==> config.mk <==
export PLATFORM = sky130hd
export DESIGN_NAME = whack_grid_controller
export DESIGN_NICKNAME = d
export VERILOG_FILES = /design/src/rtl/whack_pkg.sv /design/src/rtl/whack_grid_controller_cell.sv /design/src/rtl/whack_grid_controller.sv
export SDC_FILE = /design/constraint.sdc
export NUM_CORES = 1
export LEC_CHECK = 0
export CAP_MARGIN = 20
export CORE_MARGIN = 2
export CORE_UTILIZATION = 35
export DETAILED_ROUTE_END_ITERATION = 8
export PLACE_DENSITY = 0.52
export SLEW_MARGIN = 20
export SYNTH_ARGS = -nofsm -noshare
export SYNTH_HDL_FRONTEND = slang
export SYNTH_HIERARCHICAL = 1
export SYNTH_SLANG_ARGS = --single-unit
==> constraint.sdc <==
create_clock -name clk -period 6.24 [get_ports clk]
set_input_delay 0.624 -clock clk [delete_from_list [all_inputs] [get_ports clk]]
set_output_delay 0.624 -clock clk [all_outputs]
set_load 0.02 [all_outputs]
==> src/rtl/whack_pkg.sv <==
// Shared types, LFSR constants and helpers for the whack grid game controller.
package whack_pkg;

    typedef enum logic [1:0] {
        GS_IDLE = 2'd0,
        GS_PLAY = 2'd1,
        GS_OVER = 2'd2
    } game_state_t;

    typedef enum logic [1:0] {
        CELL_EMPTY = 2'd0,
        CELL_WARN  = 2'd1,
        CELL_FIRE  = 2'd2,
        CELL_GOLD  = 2'd3
    } cell_state_t;

    localparam int unsigned LFSR_W = 16;
    // Fibonacci taps 16,14,13,11 expressed as a bit mask on bits 15,13,12,10
    localparam logic [LFSR_W-1:0] LFSR_TAPS = 16'hB400;

    localparam int unsigned POP_W = 5;

    function automatic logic [POP_W-1:0] popcount16(input logic [15:0] v);
        logic [POP_W-1:0] sum;
        sum = '0;
        for (int i = 0; i < 16; i++) begin
            sum = sum + POP_W'(v[i]);
        end
        return sum;
    endfunction

    function automatic logic [LFSR_W-1:0] lfsr_next(input logic [LFSR_W-1:0] s);
        return {s[LFSR_W-2:0], ^(s & LFSR_TAPS)};
    endfunction

endpackage

==> src/rtl/whack_grid_controller_cell.sv <==
// Single grid cell: EMPTY/WARN/FIRE/GOLD state with a tick-driven down-counter.
module whack_cell
    import whack_pkg::*;
#(
    parameter int unsigned CNT_W      = 3,
    parameter int unsigned WARN_TICKS = 2
) (
    input  logic             clk,
    input  logic             rst,
    input  logic             tick,
    input  logic             spawn,
    input  logic             spawn_kind,
    input  logic             hit,
    input  logic [CNT_W-1:0] active_load,
    input  logic             clear,
    output logic [1:0]       state,
    output logic             gold_hit,
    output logic             fire_hit
);

    cell_state_t      state_q, state_d;
    logic [CNT_W-1:0] cnt_q, cnt_d;
    logic             lit;

    assign lit      = (state_q == CELL_FIRE) || (state_q == CELL_GOLD);
    assign gold_hit = hit && (state_q == CELL_GOLD);
    assign fire_hit = hit && (state_q == CELL_FIRE);
    assign state    = state_q;

    always_ff @(posedge clk) begin
        if (!rst) begin
            state_q <= CELL_EMPTY;
            cnt_q   <= '0;
        end else begin
            state_q <= state_d;
            cnt_q   <= cnt_d;
        end
    end

    // A hit on a lit cell wins over any tick-driven expiry or transition
    always_comb begin
        state_d = state_q;
        cnt_d   = cnt_q;
        if (clear || (hit && lit)) begin
            state_d = CELL_EMPTY;
            cnt_d   = '0;
        end else if (tick) begin
            case (state_q)
                CELL_EMPTY: begin
                    if (spawn) begin
                        if (spawn_kind) begin
                            state_d = CELL_WARN;
                            cnt_d   = CNT_W'(WARN_TICKS);
                        end else begin
                            state_d = CELL_GOLD;
                            cnt_d   = active_load;
                        end
                    end
                end
                CELL_WARN: begin
                    if (cnt_q == CNT_W'(1)) begin
                        state_d = CELL_FIRE;
                        cnt_d   = active_load;
                    end else begin
                        cnt_d = cnt_q - CNT_W'(1);
                    end
                end
                CELL_FIRE, CELL_GOLD: begin
                    if (cnt_q == CNT_W'(1)) begin
                        state_d = CELL_EMPTY;
                        cnt_d   = '0;
                    end else begin
                        cnt_d = cnt_q - CNT_W'(1);
                    end
                end
                default: begin
                    state_d = CELL_EMPTY;
                    cnt_d   = '0;
                end
            endcase
        end
    end

endmodule

==> src/rtl/whack_grid_controller.sv <==
// Whack grid game controller: game FSM, LFSR spawner, hit scoring over NUM_BOXES cells.
// Optional DIFFICULTY_RAMP_EN shortens FIRE/GOLD lifetime as the score grows.
module whack_grid_controller
    import whack_pkg::*;
#(
    parameter int unsigned NUM_BOXES    = 9,
    parameter int unsigned SCORE_W      = 4,
    parameter int unsigned LIFE_W       = 2,
    parameter int unsigned LIFE_INIT    = 3,
    parameter int unsigned WIN_SCORE    = 10,
    parameter int unsigned WARN_TICKS   = 2,
    parameter int unsigned ACTIVE_TICKS = 4,
    parameter logic [15:0] SEED         = 16'hACE1
) (
    input  logic                 clk,
    input  logic                 rst,
    input  logic                 start,
    input  logic                 super_mode,
    input  logic                 tick,
    input  logic [NUM_BOXES-1:0] box,
    output logic [1:0]           game_state,
    output logic [SCORE_W-1:0]   score,
    output logic [LIFE_W-1:0]    life,
    output logic [NUM_BOXES-1:0] warning_state,
    output logic [NUM_BOXES-1:0] fire_state,
    output logic [NUM_BOXES-1:0] gold_state,
    output logic                 win
);

    localparam int unsigned MAX_TICKS  = (WARN_TICKS > ACTIVE_TICKS) ? WARN_TICKS : ACTIVE_TICKS;
    localparam int unsigned CNT_W      = $clog2(MAX_TICKS + 1);
    localparam int unsigned SUM_W      = SCORE_W + POP_W;
    localparam int unsigned LIFE_CMP_W = LIFE_W + POP_W;

    game_state_t          game_q, game_d;
    logic [SCORE_W-1:0]   score_q, score_d;
    logic [LIFE_W-1:0]    life_q, life_d;
    logic                 win_q, win_d;
    logic [LFSR_W-1:0]    lfsr_q, lfsr_d;
    logic [NUM_BOXES-1:0] box_q, box_d;
    logic [NUM_BOXES-1:0] rise_q, rise_d;

    logic                 play_active;
    logic                 tick_play;
    logic                 clear;
    logic [7:0]           spawn_idx;
    logic [NUM_BOXES-1:0] spawn_vec;
    logic [NUM_BOXES-1:0] hit_vec;
    logic [NUM_BOXES-1:0] gold_hits;
    logic [NUM_BOXES-1:0] fire_hits;
    logic [NUM_BOXES-1:0] fire_pen;
    logic [CNT_W-1:0]     active_load;
    logic [POP_W-1:0]     gold_cnt;
    logic [POP_W-1:0]     fire_cnt;
    logic [SUM_W-1:0]     score_sum;

    logic [NUM_BOXES-1:0][1:0] cell_st;

    always_ff @(posedge clk) begin
        if (!rst) begin
            game_q  <= GS_IDLE;
            score_q <= '0;
            life_q  <= LIFE_W'(LIFE_INIT);
            win_q   <= 1'b0;
            lfsr_q  <= SEED;
            box_q   <= box;
            rise_q  <= '0;
        end else begin
            game_q  <= game_d;
            score_q <= score_d;
            life_q  <= life_d;
            win_q   <= win_d;
            lfsr_q  <= lfsr_d;
            box_q   <= box_d;
            rise_q  <= rise_d;
        end
    end

    // Rising edges are registered, so a press lands two clocks after the switch moves
    always_comb begin
        lfsr_d = lfsr_next(lfsr_q);
        box_d  = box;
        rise_d = box & ~box_q;
    end

    // Once an end condition is visible the board stops moving until the FSM leaves PLAY
    assign play_active = (game_q == GS_PLAY) && (life_q != '0) &&
                         (score_q != SCORE_W'(WIN_SCORE));
    assign tick_play   = tick && play_active;
    assign hit_vec     = rise_q & {NUM_BOXES{play_active}};
    assign spawn_idx   = lfsr_q[7:0] % 8'(NUM_BOXES);

    always_comb begin
        spawn_vec = '0;
        for (int i = 0; i < int'(NUM_BOXES); i++) begin
            spawn_vec[i] = tick_play && (spawn_idx == 8'(i));
        end
    end

`ifdef DIFFICULTY_RAMP_EN
    logic [SCORE_W-1:0] ramp_step;
    assign ramp_step = score_q >> 2;

    always_comb begin
        if (32'(ramp_step) < ACTIVE_TICKS) begin
            active_load = CNT_W'(ACTIVE_TICKS - 32'(ramp_step));
        end else begin
            active_load = CNT_W'(1);
        end
    end
`else
    assign active_load = CNT_W'(ACTIVE_TICKS);
`endif

    for (genvar g = 0; g < int'(NUM_BOXES); g++) begin : g_cell
        whack_cell #(
            .CNT_W      (CNT_W),
            .WARN_TICKS (WARN_TICKS)
        ) u_cell (
            .clk         (clk),
            .rst         (rst),
            .tick        (tick_play),
            .spawn       (spawn_vec[g]),
            .spawn_kind  (lfsr_q[8]),
            .hit         (hit_vec[g]),
            .active_load (active_load),
            .clear       (clear),
            .state       (cell_st[g]),
            .gold_hit    (gold_hits[g]),
            .fire_hit    (fire_hits[g])
        );
    end

    assign fire_pen  = fire_hits & {NUM_BOXES{~super_mode}};
    assign gold_cnt  = popcount16(16'(gold_hits));
    assign fire_cnt  = popcount16(16'(fire_pen));
    assign score_sum = SUM_W'(score_q) + SUM_W'(gold_cnt);

    // End conditions are judged on registered score/life, one cycle after they update
    always_comb begin
        game_d  = game_q;
        score_d = score_q;
        life_d  = life_q;
        win_d   = win_q;
        clear   = 1'b0;
        case (game_q)
            GS_IDLE: begin
                if (start) begin
                    game_d  = GS_PLAY;
                    score_d = '0;
                    life_d  = LIFE_W'(LIFE_INIT);
                    win_d   = 1'b0;
                    clear   = 1'b1;
                end
            end
            GS_PLAY: begin
                if (life_q == '0) begin
                    game_d = GS_OVER;
                    win_d  = 1'b0;
                end else if (score_q == SCORE_W'(WIN_SCORE)) begin
                    game_d = GS_OVER;
                    win_d  = 1'b1;
                end else begin
                    if (score_sum >= SUM_W'(WIN_SCORE)) begin
                        score_d = SCORE_W'(WIN_SCORE);
                    end else begin
                        score_d = SCORE_W'(score_sum);
                    end
                    if (LIFE_CMP_W'(fire_cnt) >= LIFE_CMP_W'(life_q)) begin
                        life_d = '0;
                    end else begin
                        life_d = life_q - LIFE_W'(fire_cnt);
                    end
                end
            end
            GS_OVER: begin
                if (start) begin
                    game_d = GS_IDLE;
                end
            end
            default: begin
                game_d = GS_IDLE;
            end
        endcase
    end

    always_comb begin
        warning_state = '0;
        fire_state    = '0;
        gold_state    = '0;
        for (int i = 0; i < int'(NUM_BOXES); i++) begin
            warning_state[i] = (cell_state_t'(cell_st[i]) == CELL_WARN);
            fire_state[i]    = (cell_state_t'(cell_st[i]) == CELL_FIRE);
            gold_state[i]    = (cell_state_t'(cell_st[i]) == CELL_GOLD);
        end
    end

    assign game_state = game_q;
    assign score      = score_q;
    assign life       = life_q;
    assign win        = win_q;

endmodule

==> impl_metrics.env, run 1 <==
export IMPL_io_buffers=49
export IMPL_nets=912
export IMPL_drive_gt1_share_pct=9.21
export IMPL_yosysTopAreaCell="dfxtp_1"
export IMPL_critPathArrivalTime_ns=5.96
export IMPL_leakagePower_nw=3.06
export IMPL_grt_pass1_vias=5074
export IMPL_top_usage_layer="met2"
export IMPL_antenna_found_initial=0
export IMPL_final_common_cell="nor2_1"
export IMPL_netlist_instances=793
export IMPL_post_place_ws_ns=0.654
export IMPL_whs_endpoint="lfsr_q[10]"
export IMPL_cts_tree="yes"
export IMPL_tightest_slew_ns=1.05
export IMPL_wl_per_cell_um=14.6
export IMPL_hpwl_mm=11.5
export IMPL_gr_usage_met3_pct=2.77
export IMPL_max_freq_mhz=176
export IMPL_setup_violations_final=0
export IMPL_peakVddDrop_mv=0.157
export IMPL_powerDensity_nw_per_um2=188
export IMPL_rows=50
export IMPL_drv_slew=0
export IMPL_most_common_layout_cells="nor2_1 (100), dfxtp_1 (88), nor2b_1 (54)"
export IMPL_grt_total_usage_pct=16.2
export IMPL_overflow=0
export IMPL_start_util_pct=35.6
export IMPL_clk_latency_ns=0.35
export IMPL_cts_hold_buf=0
export IMPL_drt_total_wl_mm=15.9
export IMPL_r2r_setup_slack_ns=0.57
export IMPL_synth_cell_type_count=73
export IMPL_gp_congestion=0.833
export IMPL_core_um2=18600
export IMPL_grt_setup_unrepaired="no"
export IMPL_clk_path_buf_depth=2
export IMPL_synth_flop_cell="dfxtp_1"
export IMPL_cts_sinks=88
export IMPL_grt_use_met2_pct=25.1
export IMPL_area_growth_syn_to_layout_pct=14.8
export IMPL_htree_levels=3
export IMPL_setup_ws_ns=0.568
export IMPL_num_antenna_cells=0
export IMPL_num_vias=5666
export IMPL_p_sw_share_pct=29.3
export IMPL_ctsRootBufferMaster="clkbuf_16"
export IMPL_worstPathMaxFanout=17
export IMPL_switching_power_uw=419
export IMPL_hold_viol=0
export IMPL_endpoint_kind="register"
export IMPL_relSlewSlack_pct=29.6
export IMPL_cp_start_kind="register"
export IMPL_hp_class="reg -> reg"
export IMPL_synthesis_area_um2=6640
export IMPL_first_pass_iters=4
export IMPL_async_flop_share_pct=0
export IMPL_pwr_share_comb_pct=19.6
export IMPL_post_cts_resized=0
export IMPL_ys_top_cells_by_area="dfxtp_1 (27%), ha_1 (6.2%), nor2_1 (5.7%), nor2b_1 (5.1%), a21boi_0 (3.6%)"
export IMPL_first_iter_violations=292
export IMPL_die_x_um=142
export IMPL_fin_worst_skew_ns=0.00736
export IMPL_clkPwrFrac_pct=38.5
export IMPL_r2r_cells=21
export IMPL_path_clk_slew_ns=0.06
export IMPL_seqPwrFrac_pct=41.9
export IMPL_synth_edf_count=0
export IMPL_ys_seq_elements=88
export IMPL_viasPerCell=5.19
export IMPL_finalSetupTns_ns=0
export IMPL_reg2reg_to="g_cell[7].u_cell/cnt_q[2]"
export IMPL_cap_violations=0
export IMPL_ys_seq_area_share_pct=26.5
export IMPL_criticalPathCategory="reg -> reg"
export IMPL_grt_start_max_net_pins=44
export IMPL_period_share_pct=90.9
export IMPL_ios=50
export IMPL_drt_antenna_violating_nets=0
export IMPL_cts_setup_buffers=0
export IMPL_drc_errors=0
export IMPL_required_ns=6.53
export IMPL_fin_crit_ns=5.67
export IMPL_grt_util_met1_pct=23.2
export IMPL_grt_pass1_wl_mm=26.2
export IMPL_ys_warn_count=6
export IMPL_cts_made_buffers=9
export IMPL_die_y_um=142
export IMPL_dieArea_um2=20100
export IMPL_holdPathStages=1
export IMPL_status="finished, final reports clean"
export IMPL_synth_top_area_share_pct=26.5
export IMPL_timing_rr_start="lfsr_q[5]"
export IMPL_syn_avg_cell_area_um2=8.37
export IMPL_power_internal_mw=1.01
export IMPL_hold_start="lfsr_q[9]"
cell usage after synthesis, types with 10 or more instances:
library cell and instances:
buf_4 12, nor2b_1 54, nand2_1 22, and3b_1 10, fa_1 11, nor2_1 100, buf_6 11, nand3b_1 11
o21bai_1 10, nor3_1 27, o21ai_0 25, ha_1 33, a21boi_0 32, and2_1 26, a211oi_1 12, a31oi_1 13
a21oi_1 35, dfxtp_1 88, a211o_1 10, nand2b_1 29, inv_1 47
metrics by stage:
step / util, % / instances / instance area [um^2] / power (mW) / hold slack [ns]
after global routing: 40.9 / 1092 / 7620 / 1.50 / 0.434
final: 40.9 / 1092 / 7620 / 1.43 / 0.407
after detailed placement: 39.3 / 1077 / 7320 / 0.889 / 0.395
after CTS: 40.9 / 1092 / 7620 / 1.45 / 0.410
after floorplan: - / 818 / 6740 / 0.816 / 0.386
after global placement: 39.3 / 1077 / 7320 / 0.893 / 0.389
layer usage:
layer,part of all wire (%),up-vias
met3,2.5,12
met5,0,-
met1,52,2639
met2,44,91
met4,1.4,0
li1,-,2924
how the worst max path moves through the flow:
stage | from | end | slack [ns]
2_1_floorplan | game_state[0] | life[1] | 1.24
3_3_place_gp | lfsr_q[5] | g_cell[7].u_cell/cnt_q[2] | 0.76
3_5_place_dp | lfsr_q[5] | g_cell[7].u_cell/cnt_q[2] | 0.65
4_1_cts | lfsr_q[5] | g_cell[7].u_cell/cnt_q[2] | 0.61
5_1_grt | lfsr_q[5] | g_cell[3].u_cell/cnt_q[2] | 0.04
6_report | lfsr_q[5] | g_cell[7].u_cell/cnt_q[2] | 0.57
state kept, by name (all words and copies together), names as in the netlist:
signal               cells
g_cell.u_cell/cnt_q     27
g_cell.u_cell/state     18
lfsr_q                  16
box_q                    9
rise_q                   9
score                    4
game_state               2
life                     2
win                      1
cell families after synthesis:
logic type	count (synthesis)	synth area share, %
multiplexers	15	2.58
adder cells (fa/ha/maj)	44	9.53
buffers and inverters	78	6.37
other	2	0.113
AO/OA/AOI/OAI	224	25.1
flip-flops	88	26.5
XOR/XNOR	10	1.32
AND/OR/NAND/NOR	332	28.5
critical path: stages (launching register included):
cell,delay (ns)
dfxtp_1,0.64
nand2b_1,0.25
o22ai_1,0.15
a221oi_4,0.50
ha_1,0.23
inv_1,0.06
a221oi_2,0.42
or3_1,0.36
xnor2_1,0.30
ha_1,0.37
nand2_1,0.10
nor2_1,0.09
a21oi_1,0.05
mux2_4,0.26
or2_1,0.31
or3_4,0.42
o21a_4,0.13
nor3_2,0.23
o31a_1,0.30
nor2_1,0.07
a211o_1,0.27
a21oi_2,0.09
power groups by stage:
stage	logic (mW)	registers, mW	clock network (mW)
global route	0.312	0.602	0.589
CTS	0.278	0.600	0.572
detailed placement	0.277	0.612	0
global placement	0.280	0.613	0
finish	0.280	0.600	0.550
floorplan	0.211	0.605	0
area by class of cell:
class,count,area (um^2)
Inverter,47,176
Tap cell,234,293
Sequential cell,88,1760
Timing Repair Buffer,56,543
Fill cell,1905,11000
Clock buffer,10,239
Multi-Input combinational cell,652,4550
Clock inverter,5,57.6
Note: power is estimated with default switching activity, not from simulation.
==> run 2: changes to the inputs <==
--- a/config.mk
+++ b/config.mk
@@ -9,7 +9,7 @@
 export CORE_MARGIN = 2
 export CORE_UTILIZATION = 35
 export DETAILED_ROUTE_END_ITERATION = 8
-export PLACE_DENSITY = 0.52
+export PLACE_DENSITY = 0.54
 export SLEW_MARGIN = 20
 export SYNTH_ARGS = -nofsm -noshare
 export SYNTH_HDL_FRONTEND = slang
==> impl_metrics.env, run 2 (synthesis gave the netlist of run 1 again) <==
export IMPL_power_mw=1.43
export IMPL_critPathArrivalTime_ns=5.91
export IMPL_rows=50
export IMPL_io_buffers=49
export IMPL_setup_violations_final=0
export IMPL_area_growth_syn_to_layout_pct=14.8
export IMPL_drc_errors=0
export IMPL_timing_rr_start="lfsr_q[6]"
export IMPL_num_antenna_cells=0
export IMPL_ctsRootBufferMaster="clkbuf_16"
export IMPL_cts_hold_buf=0
export IMPL_cts_made_buffers=9
export IMPL_grt_setup_unrepaired="no"
export IMPL_hpwl_mm=11.5
export IMPL_worstPathMaxFanout=13
export IMPL_grt_total_usage_pct=16.1
export IMPL_hold_viol=0
export IMPL_slowest_delay_ns=0.56
export IMPL_final_common_cell="nor2_1"
export IMPL_clk_latency_ns=0.35
export IMPL_start_util_pct=35.6
export IMPL_critical_path_slowest_cell="dfxtp_1"
export IMPL_cp_start_kind="register"
export IMPL_required_ns=6.53
export IMPL_overflow=0
export IMPL_drt_total_wl_mm=15.9
export IMPL_critPathMostFrequentCell="nor2_1"
export IMPL_first_pass_iters=5
export IMPL_relSlewSlack_pct=36.8
export IMPL_nets=912
export IMPL_die_x_um=142
export IMPL_dieArea_um2=20100
export IMPL_criticalPathCategory="reg -> reg"
export IMPL_endpoint_kind="register"
export IMPL_wl_per_cell_um=14.5
export IMPL_cts_sinks=88
export IMPL_grt_pass1_vias=5121
export IMPL_grt_start_max_net_pins=44
export IMPL_grt_pass1_wl_mm=25.9
export IMPL_drive_gt1_share_pct=9.21
export IMPL_status="finished, final reports clean"
export IMPL_htree_levels=3
export IMPL_drt_antenna_violating_nets=0
export IMPL_hold_start="lfsr_q[9]"
export IMPL_first_iter_violations=349
export IMPL_powerDensity_nw_per_um2=188
export IMPL_antenna_found_initial=0
export IMPL_cap_violations=0
export IMPL_clk_path_buf_depth=2
export IMPL_core_um2=18600
export IMPL_num_vias=5651
export IMPL_die_y_um=142
export IMPL_finalSetupTns_ns=0
export IMPL_cts_tree="yes"
export IMPL_path_clk_slew_ns=0.07
export IMPL_post_cts_resized=0
export IMPL_cts_setup_buffers=0
export IMPL_multi_input_area_um2=4550
export IMPL_gp_congestion=0.804
export IMPL_most_common_layout_cells="nor2_1 (100), dfxtp_1 (88), nor2b_1 (54)"
export IMPL_fin_worst_skew_ns=0.00725
export IMPL_fin_crit_ns=5.62
export IMPL_leakagePower_nw=3.06
export IMPL_max_freq_mhz=178
export IMPL_drv_slew=0
export IMPL_crit_chain="and2b_1, o22ai_1, a221oi_4, ha_1, inv_1, a221oi_2, or3_1, xnor2_1, ha_1, nand2_1, nor2_1, a21oi_1, mux2_4, or2_1, or3_4, o21a_4, nor2_1, o31a_1, nor2_1, a211o_1, a21oi_2"
export IMPL_register_area_um2=1760
export IMPL_regMostFlops="g_cell.u_cell/cnt_q"
export IMPL_peakVddDrop_mv=0.125
export IMPL_r2r_setup_slack_ns=0.62
export IMPL_final_fill_count=1938
export IMPL_tightest_slew_ns=0.947
export IMPL_r2r_cells=21
export IMPL_holdPathStages=1
export IMPL_ios=50
export IMPL_period_share_pct=90.1
export IMPL_viasPerCell=5.17
export IMPL_hp_class="reg -> reg"
export IMPL_whs_endpoint="lfsr_q[10]"
export IMPL_largest_reg_flops=27
export IMPL_reg2reg_to="g_cell[5].u_cell/cnt_q[2]"
==> run 2: cell counts in the layout (fill, tap and decap cells not counted) <==
Identical to the previous run, type by type.
==> run 2: report_power, final <==
| group | internal (mW) | total [mW] | switching, mW |
|---|---|---|---|
| Combinational | 0.114 | 0.280 | 0.166 |
| Clock | 0.318 | 0.549 | 0.231 |
| Sequential | 0.578 | 0.600 | 0.0216 |
==> run 2: final cells by class <==
| class | instances | area share, % |
|---|---|---|
| Timing Repair Buffer | 56 | 7.13 |
| Inverter | 47 | 2.31 |
| Clock inverter | 5 | 0.755 |
| Tap cell | 234 | 3.84 |
| Clock buffer | 10 | 3.14 |
| Multi-Input combinational cell | 652 | 59.7 |
| Sequential cell | 88 | 23.1 |
==> run 2: worst max-delay path: cells and delay by family, from the launching register on <==
family	cells	cell delay [ns]
AND/OR/NAND/NOR	8	1.87
multiplexers	1	0.26
buffers and inverters	1	0.05
adder cells (fa/ha/maj)	2	0.58
AO/OA/AOI/OAI	8	1.94
XOR/XNOR	1	0.28
flip-flops	1	0.56
==> run 2: worst max-delay path by stage <==
stage | from | to
final | lfsr_q[6] | g_cell[5].u_cell/cnt_q[2]
after global routing | lfsr_q[2] | g_cell[8].u_cell/cnt_q[2]
after CTS | lfsr_q[2] | g_cell[5].u_cell/cnt_q[2]
after detailed placement | lfsr_q[2] | g_cell[5].u_cell/cnt_q[2]
after global placement | lfsr_q[6] | g_cell[5].u_cell/cnt_q[2]
after floorplan | game_state[0] | life[1]
==> run 2: per-stage QoR <==
stage	setup slack [ns]	util, %	hold WS (ns)	instances	area, um^2
2_1_floorplan	1.24	-	0.386	818	6740
3_3_place_gp	0.711	39.3	0.388	1077	7320
3_5_place_dp	0.669	39.3	0.395	1077	7320
4_1_cts	0.636	40.9	0.412	1092	7620
5_1_grt	0.190	40.9	0.429	1092	7620
6_report	0.620	40.9	0.410	1092	7620
==> run 2: routing by layer <==
layer  track usage, %  routed length [um]  vias up
met4             4.95                 249        0
li1                 -                   -     2940
met3             3.14                 502       21
met2             24.1                6780      101
met1             23.2                8330     2589
met5                0                   0        -
==> run 3: changes to the inputs <==
--- a/config.mk
+++ b/config.mk
@@ -7,9 +7,10 @@
 export LEC_CHECK = 0
 export CAP_MARGIN = 20
 export CORE_MARGIN = 2
-export CORE_UTILIZATION = 35
+export CORE_UTILIZATION = 40
 export DETAILED_ROUTE_END_ITERATION = 8
-export PLACE_DENSITY = 0.54
+export GPL_ROUTABILITY_DRIVEN = 0
+export PLACE_DENSITY = 0.6
 export SLEW_MARGIN = 20
 export SYNTH_ARGS = -nofsm -noshare
 export SYNTH_HDL_FRONTEND = slang
==> constraint.sdc (replaced) <==
create_clock -name clk -period 5.8 [get_ports clk]
set_input_delay 0.58 -clock clk [delete_from_list [all_inputs] [get_ports clk]]
set_output_delay 0.58 -clock clk [all_outputs]
set_load 0.02 [all_outputs]
==> impl_metrics.env, run 3 (synthesis gave the netlist of run 1 again) <==
export IMPL_fin_crit_ns=5.32
export IMPL_hold_viol=0
export IMPL_clk_path_buf_depth=2
export IMPL_first_pass_iters=5
export IMPL_required_ns=6.09
export IMPL_ctsRootBufferMaster="clkbuf_16"
export IMPL_start_util_pct=40.5
export IMPL_dieArea_um2=17700
export IMPL_peakVddDrop_mv=0.138
export IMPL_final_common_cell="nor2_1"
export IMPL_holdPathStages=1
export IMPL_grt_start_max_net_pins=44
export IMPL_leakagePower_nw=3.08
export IMPL_cts_tree="yes"
export IMPL_powerDensity_nw_per_um2=202
export IMPL_critPathBufInv=1
export IMPL_critPathMostFrequentCell="nor2_1"
export IMPL_largest_reg_flops=27
export IMPL_regMostFlops="g_cell.u_cell/cnt_q"
export IMPL_grt_pass1_vias=5120
export IMPL_critical_path_slowest_cell="dfxtp_1"
export IMPL_cts_made_buffers=9
export IMPL_drv_slew=0
export IMPL_post_place_ws_ns=0.393
export IMPL_drc_errors=0
export IMPL_hpwl_mm=11.4
export IMPL_status="finished, final reports clean"
export IMPL_drt_total_wl_mm=15.5
export IMPL_num_antenna_cells=0
export IMPL_drive_gt1_share_pct=9.55
export IMPL_ios=50
export IMPL_crit_family="compound AO/OA/AOI/OAI gates"
export IMPL_io_buffers=49
export IMPL_setup_violations_final=0
export IMPL_crit_chain="nand2b_1, a21o_1, a221oi_4, ha_1, inv_1, a221oi_2, or3_1, xnor2_1, ha_2, nand2_1, nor2_1, a21oi_1, mux2_4, or2_1, or3_4, o21a_4, nor3_2, o31a_1, nor2_1, a211o_1, a21oi_2"
export IMPL_path_depth=21
export IMPL_clk_latency_ns=0.35
export IMPL_die_x_um=133
export IMPL_relSlewSlack_pct=36.4
export IMPL_cts_sinks=88
export IMPL_hold_slack_ns=0.406
export IMPL_rows=47
export IMPL_nets=914
export IMPL_max_freq_mhz=188
export IMPL_grt_pass1_wl_mm=25.8
export IMPL_slowest_delay_ns=0.53
export IMPL_critPathArrivalTime_ns=5.61
export IMPL_cap_violations=0
export IMPL_htree_levels=3
export IMPL_antenna_found_initial=0
export IMPL_setup_ws_ns=0.484
export IMPL_viasPerCell=5.28
export IMPL_overflow=0
export IMPL_area_growth_syn_to_layout_pct=14.7
export IMPL_cp_start_kind="register"
export IMPL_path_clk_slew_ns=0.06
export IMPL_wl_per_cell_um=14.4
export IMPL_core_um2=16400
export IMPL_drt_antenna_violating_nets=0
export IMPL_first_iter_violations=311
export IMPL_endpoint_kind="register"
export IMPL_num_vias=5697
export IMPL_r2r_cells=21
export IMPL_most_common_layout_cells="nor2_1 (100), dfxtp_1 (87), nor2b_1 (54)"
export IMPL_criticalPathCategory="reg -> reg"
export IMPL_grt_total_usage_pct=18.0
export IMPL_finalSetupTns_ns=0
export IMPL_tightest_slew_ns=0.953
export IMPL_worstPathMaxFanout=14
export IMPL_die_y_um=133
export IMPL_hp_class="reg -> reg"
export IMPL_fin_worst_skew_ns=0.00738
export IMPL_period_share_pct=91.7
run 3: cell count changes in the layout (fill, tap and decap cells not counted):
cell / change
nor3_1: -1
dfxtp_2: +1
clkinv_4: +1
ha_2: +1
buf_4: +2
dfxtp_1: -1
ha_1: -1
clkbuf_1: +1
nor3_2: +1
clkinvlp_4: -3
run 3: cell type report:
cell class              instances  area [um^2]
fillers                      1631         8790
multi-input cells             652         4560
flip-flops and latches         88         1760
repair buffers                 58          558
well taps                     220          275
clock buffers                  11          243
inverters                      47          176
clock inverters                 3         43.8
run 3: per-stage QoR:
step	std cells	utilization, %	cell area, um^2	total power [mW]
floorplan	818	-	6740	0.878
global placement	1065	44.6	7320	0.961
detailed placement	1065	44.6	7320	0.957
CTS	1079	46.4	7610	1.55
global route	1079	46.4	7620	1.62
finish	1079	46.4	7620	1.54
run 3: worst paths after layout:
| check | slack, ns | to | start |
|---|---|---|---|
| max | 0.48 | g_cell[6].u_cell/cnt_q[2] | lfsr_q[4] |
| min | 0.41 | lfsr_q[15] | lfsr_q[14] |
| max reg2reg | 0.48 | g_cell[6].u_cell/cnt_q[2] | lfsr_q[4] |
| min reg2reg | 0.41 | lfsr_q[15] | lfsr_q[14] |
run 3: metal layers:
| layer | wire [um] | global-route usage (%) | vias to the layer above | part of all wire, % |
|---|---|---|---|---|
| met5 | 0 | 0 | - | 0 |
| met4 | 214 | 5.85 | 0 | 1.4 |
| met3 | 584 | 3.03 | 12 | 3.8 |
| met2 | 6700 | 27.6 | 107 | 43 |
| met1 | 8000 | 25.6 | 2637 | 52 |
| li1 | - | - | 2941 | - |
run 3: what timing repair did:
item,4_1_cts,5_1_grt
buffers inserted,0,0
hold buffers,0,0
endpoints found under the setup margin,0,7
resized for setup,0,3
run 3: worst register-to-register path: stages, from the launching register on:
cell and delay [ns]:
dfxtp_1 0.53, nand2b_1 0.19, a21o_1 0.24, a221oi_4 0.43
ha_1 0.22, inv_1 0.05, a221oi_2 0.43, or3_1 0.21
xnor2_1 0.26, ha_2 0.36, nand2_1 0.09, nor2_1 0.09
a21oi_1 0.05, mux2_4 0.26, or2_1 0.30, or3_4 0.43
o21a_4 0.14, nor3_2 0.22, o31a_1 0.32, nor2_1 0.07
a211o_1 0.28, a21oi_2 0.10
run 3: where the power goes:
| part | total [mW] | switching (mW) | internal, mW |
|---|---|---|---|
| Combinational | 0.307 | 0.181 | 0.126 |
| Clock | 0.588 | 0.247 | 0.341 |
| Sequential | 0.643 | 0.0208 | 0.622 |
==> variant 1, RTL diff (flow settings as in run 1) <==
Put a register stage on the output `gold_state`, without a reset. The value now appears one clock later. The other outputs are not delayed to match.
--- a/src/rtl/whack_grid_controller.sv
+++ b/src/rtl/whack_grid_controller.sv
@@ -33,4 +33,6 @@
     localparam int unsigned LIFE_CMP_W = LIFE_W + POP_W;
 
+    logic [NUM_BOXES-1:0] gold_state_d;
+
     game_state_t          game_q, game_d;
     logic [SCORE_W-1:0]   score_q, score_d;
@@ -188,9 +190,9 @@
         warning_state = '0;
         fire_state    = '0;
-        gold_state    = '0;
+        gold_state_d  = '0;
         for (int i = 0; i < int'(NUM_BOXES); i++) begin
             warning_state[i] = (cell_state_t'(cell_st[i]) == CELL_WARN);
             fire_state[i]    = (cell_state_t'(cell_st[i]) == CELL_FIRE);
-            gold_state[i]    = (cell_state_t'(cell_st[i]) == CELL_GOLD);
+            gold_state_d[i]    = (cell_state_t'(cell_st[i]) == CELL_GOLD);
         end
     end
@@ -201,4 +203,8 @@
     assign win        = win_q;
 
+    always_ff @(posedge clk) begin
+        gold_state <= gold_state_d;
+    end
+
 endmodule
 
Formal check against the unedited RTL: not equivalent (a bounded check fails within 10 cycles, from zero or initial values and one cycle with rst low).
==> variant 1 against run 1 <==
Utilization is 0.48 points lower. Worst setup slack better by 0.065 ns. Sequential cell count is 9 higher. Largest power group unchanged. Cell area is 2.5% higher. Clock power is 5.6% lower. Wire length is 3.0% higher. Area after synthesis is 3.0% higher. Critical endpoint is now g_cell[4].u_cell/cnt_q[2]. Total power is 3.3% higher. Critical path type unchanged. Synthesized cell count is 2.5% higher.
==> variant 1: results (changes against run 1) <==
outcome finished, final reports clean; Post CTS Setup Buffer Count 0 (unchanged); Area contributors post-synth dfxtp_1 (28%), ha_1 (6.0%), nor2_1 (5.7%), nor2b_1 (4.2%), fa_1 (3.2%); drt wl/cell 14.38 um (-1.2%); vias in the first global route 5297 (+4.4%); fraction of area in registers 0.2486 (+0.01744); worst-case reg-to-reg path depth 20 (-4.8%); Non-clk invs 49 (+4.3%); Detailed Route Iter0 Violations 274 (-6.2%); Leak Pwr 3.079 nW (+0.50%); Worst slew margin 0.2909 (-0.004893); gp weighted congestion 0.8166 (-2.0%); buffering overhead 0.06567 (-0.005579); slowest cell delay on critical path 0.73 ns (+0.09 ns); Yosys reg bits 97 (+10%); fraction of layout cells with a size suffix above 1 0.08362 (-0.008455); mux cell area share after synthesis 0.02140 (-0.004409); metal1 wirelength 8297 um (+0.21%); grt met3 use 0.03632 (+0.008647); total track usage 0.1644 (+0.002087); Non-clk bufs 52 (-7.1%); DP Cell Count 1122 (+4.2%); Netlist cell types 75 (+2.7%); Hold Crit Start box_q[0]; Net count, final 926 (+1.5%); slack of the worst reg-to-reg path 0.63 ns (+0.06 ns); Multi-input comb cells 659 (+1.1%); Setup crit start lfsr_q[3]; Final Routed Wirelength 16370 um (+3.0%); initial antenna violation count 0 (unchanged); filler cell count 1996 (+4.8%); post-synthesis adder-cell area fraction 0.09256 (-0.002772); Clock Skew 0.01164 ns (+0.004283 ns); xor/xnor share of the synthesized area 0.01152 (-0.001664); Clock Buffer Count 12 (+2); via count 5768 (+1.8%); Hold Path End rise_q[0]; Post-CTS Hold Buffers 0 (unchanged); reg2reg end g_cell[4].u_cell/cnt_q[2]; clock network area share 0.03396 (-0.004952); met3 routed WL 571 um (+41%); first-pass GRT wire length 26920 um (+2.8%); met2 WL 7206 um (+3.1%); CP Max Fanout 22 (+5)
[variant 1: changes by cell type after synthesis, moves of 4 or more]
cell,delta
nand4_1,+4
and3b_1,-6
o21ai_0,-5
o211ai_1,-4
dfxtp_1,+9
nor4_1,+8
nor2b_1,-8
[variant 1: where the power goes]
part           switching (W)  internal, W
Combinational       0.000185     0.000113
Clock               0.000247     0.000272
Sequential         0.0000235     0.000636
[variant 1: metrics by stage]
step                      worst slack (ns)  area, sq um   power, W  hold WS [ns]    util
after detailed placement            0.6675         7546  0.0009685        0.3776  0.3903
after global placement              0.7738         7546  0.0009737        0.3768  0.3903
after CTS                           0.6480         7811   0.001501        0.3911  0.4040
after floorplan                      1.251         6934  0.0008868        0.3729       -
final                               0.6332         7811   0.001476        0.3883  0.4040
after global routing               0.08058         7811   0.001558        0.3926  0.4040
==> variant 2, RTL diff (settings of run 1) <==
Without the edit above. Change the parameter `LIFE_W` from 2 to 4.
--- a/src/rtl/whack_grid_controller.sv
+++ b/src/rtl/whack_grid_controller.sv
@@ -6,5 +6,5 @@
     parameter int unsigned NUM_BOXES    = 9,
     parameter int unsigned SCORE_W      = 4,
-    parameter int unsigned LIFE_W       = 2,
+    parameter int unsigned LIFE_W       = 4,
     parameter int unsigned LIFE_INIT    = 3,
     parameter int unsigned WIN_SCORE    = 10,
Interface: changed (resized life); port bits go from 50 to 52. The function was not compared with the original's and may differ.
==> variant 2 against run 1 <==
Synthesized cell count rose by 4.0%. Wire length rose by 2.6%. Cell area grew 5.1%. Non-clock buffer count increased by 3. Area after synthesis is 5.2% higher. Sequential cell count grew 2. Largest cell class unchanged. Fmax grew 0.59%. Via count up 3.1%. Total power rose by 1.5%. Final cell count is 5.6% higher. Worst setup slack gained 0.033 ns.
==> variant 2: results (changes against run 1) <==
root buf cell clkbuf_16; Worst slew margin 0.3107 (+0.01490); Area contributors post-synth dfxtp_1 (26%), ha_1 (6.6%), nor2_1 (5.2%), nor2b_1 (4.4%), fa_1 (3.4%); IO Port Bufs 51 (+4.1%); fraction of layout cells with a size suffix above 1 0.1081 (+0.01603); CP Capture Point life[3]; clock latency on the worst-skew pair 0.35 ns (about the same); CP top delay family adder cells; total grt overflow 0 (unchanged); Post-DP Area 7692 sq um (+5.0%); CP Max Fanout 8 (-9); Leak Pwr 3.169 nW (+3.4%); Net count, final 946 (+3.7%); worst-case reg-to-reg path depth 23 (+9.5%); slack of the worst reg-to-reg path 0.60 ns (+0.03 ns); Netlist cell types 85 (+16%); Clock Skew 0.008519 ns (+0.001158 ns); H-tree levels 3 (unchanged); outcome finished, final reports clean; Clock Tree Buf Depth 2 (unchanged); drt wl/cell 14.15 um (-2.8%); slowest cell delay on critical path 0.57 ns (-0.07 ns); critical path arrival 5.92 ns (-0.04 ns); clk slew on worst S/H paths 0.06 ns (about the same); Detailed Route Iter0 Violations 338 (+16%); Post-CTS Hold Buffers 0 (unchanged); Commonest cells post-synth nor2_1 (97), dfxtp_1 (90), inv_1 (51); filler cell count 2051 (+7.7%); total track usage 0.1584 (-0.003837); Peak VDD IR 0.0001211 V (-23%); initial antenna violation count 1 (+1); first-pass GRT wire length 27720 um (+5.8%); Crit-path slowest cell fa_1; via count 5844 (+3.1%); largest net degree at the start of global routing 47 (+6.8%); worst r2r src game_state[0]; vias in the first global route 5545 (+9.3%); Post-DP HPWL 12090 um (+5.3%); sequential area share after synthesis 0.2578 (-0.007473); Largest Register g_cell.u_cell/cnt_q; gp weighted congestion 0.8172 (-1.9%)
variant 2: power breakdown:
part           switching [W]  internal [W]  leakage (nW)
sequential         0.0000225      0.000591         0.735
clock               0.000228      0.000332         0.153
combinational       0.000164      0.000114          2.28
variant 2: worst min-delay path by stage:
stage / start / endpoint
after floorplan: lfsr_q[9] / lfsr_q[10]
after global placement: lfsr_q[9] / lfsr_q[10]
after detailed placement: lfsr_q[9] / lfsr_q[10]
after CTS: lfsr_q[9] / lfsr_q[10]
after global routing: lfsr_q[14] / lfsr_q[15]
final: lfsr_q[9] / lfsr_q[10]
variant 2: cell families (layout without fill, tap and decap cells):
| group | after synthesis | after routing | share of synthesized area |
|---|---|---|---|
| simple gates | 338 | 338 | 0.2825 |
| fa+ha+maj | 49 | 49 | 0.1006 |
| flops | 90 | 90 | 0.2578 |
| mux | 12 | 12 | 0.01916 |
| other cells | 2 | 27 | 0.001075 |
| compound gates | 234 | 234 | 0.2553 |
| xor+xnor | 11 | 11 | 0.01378 |
| buf+inv | 89 | 127 | 0.06982 |
variant 2: layout make-up:
class                      instances  area [sq um]  share of cell area
clock buffer                      12         256.5             0.03203
clock inverter                     4         48.80            0.006094
inverter                          52         195.2             0.02437
multi-input combinational        671          4803              0.5998
sequential                        90          1802              0.2250
tap                              265         331.6             0.04141
timing repair buffer              59         570.5             0.07125
variant 2: worst reg2reg max path, delay by kind of cell, from the launching register on:
family	cells	cell delay (ns)
AOI/OAI and AO/OA	5	0.72
adders and majority gates	6	2.73
buffers and inverters	2	0.16
DFF	1	0.40
and+or+nand+nor	10	1.60
variant 2: stage by stage:
step	hold WS [ns]	instances	setup slack [ns]
2_1_floorplan	0.3863	850	0.5381
3_3_place_gp	0.3890	1137	0.5364
3_5_place_dp	0.3909	1137	0.4026
4_1_cts	0.4052	1153	0.3572
5_1_grt	0.4321	1153	0.02983
6_report	0.4046	1153	0.6018
variant 2: routing by layer:
layer	track usage	share of wire	vias to the layer above	wire length (um)
met5	0	0	-	0
met4	0.04706	0.013	0	206
met3	0.02296	0.031	15	499
met2	0.2675	0.47	76	7718
met1	0.2102	0.48	2688	7893
li1	-	-	3065	-
variant 2: repair_timing:
item / CTS / global route
resized for setup: 0 / 2
endpoints found under the setup margin: 0 / 2
endpoints found under the hold margin: 0 / 0
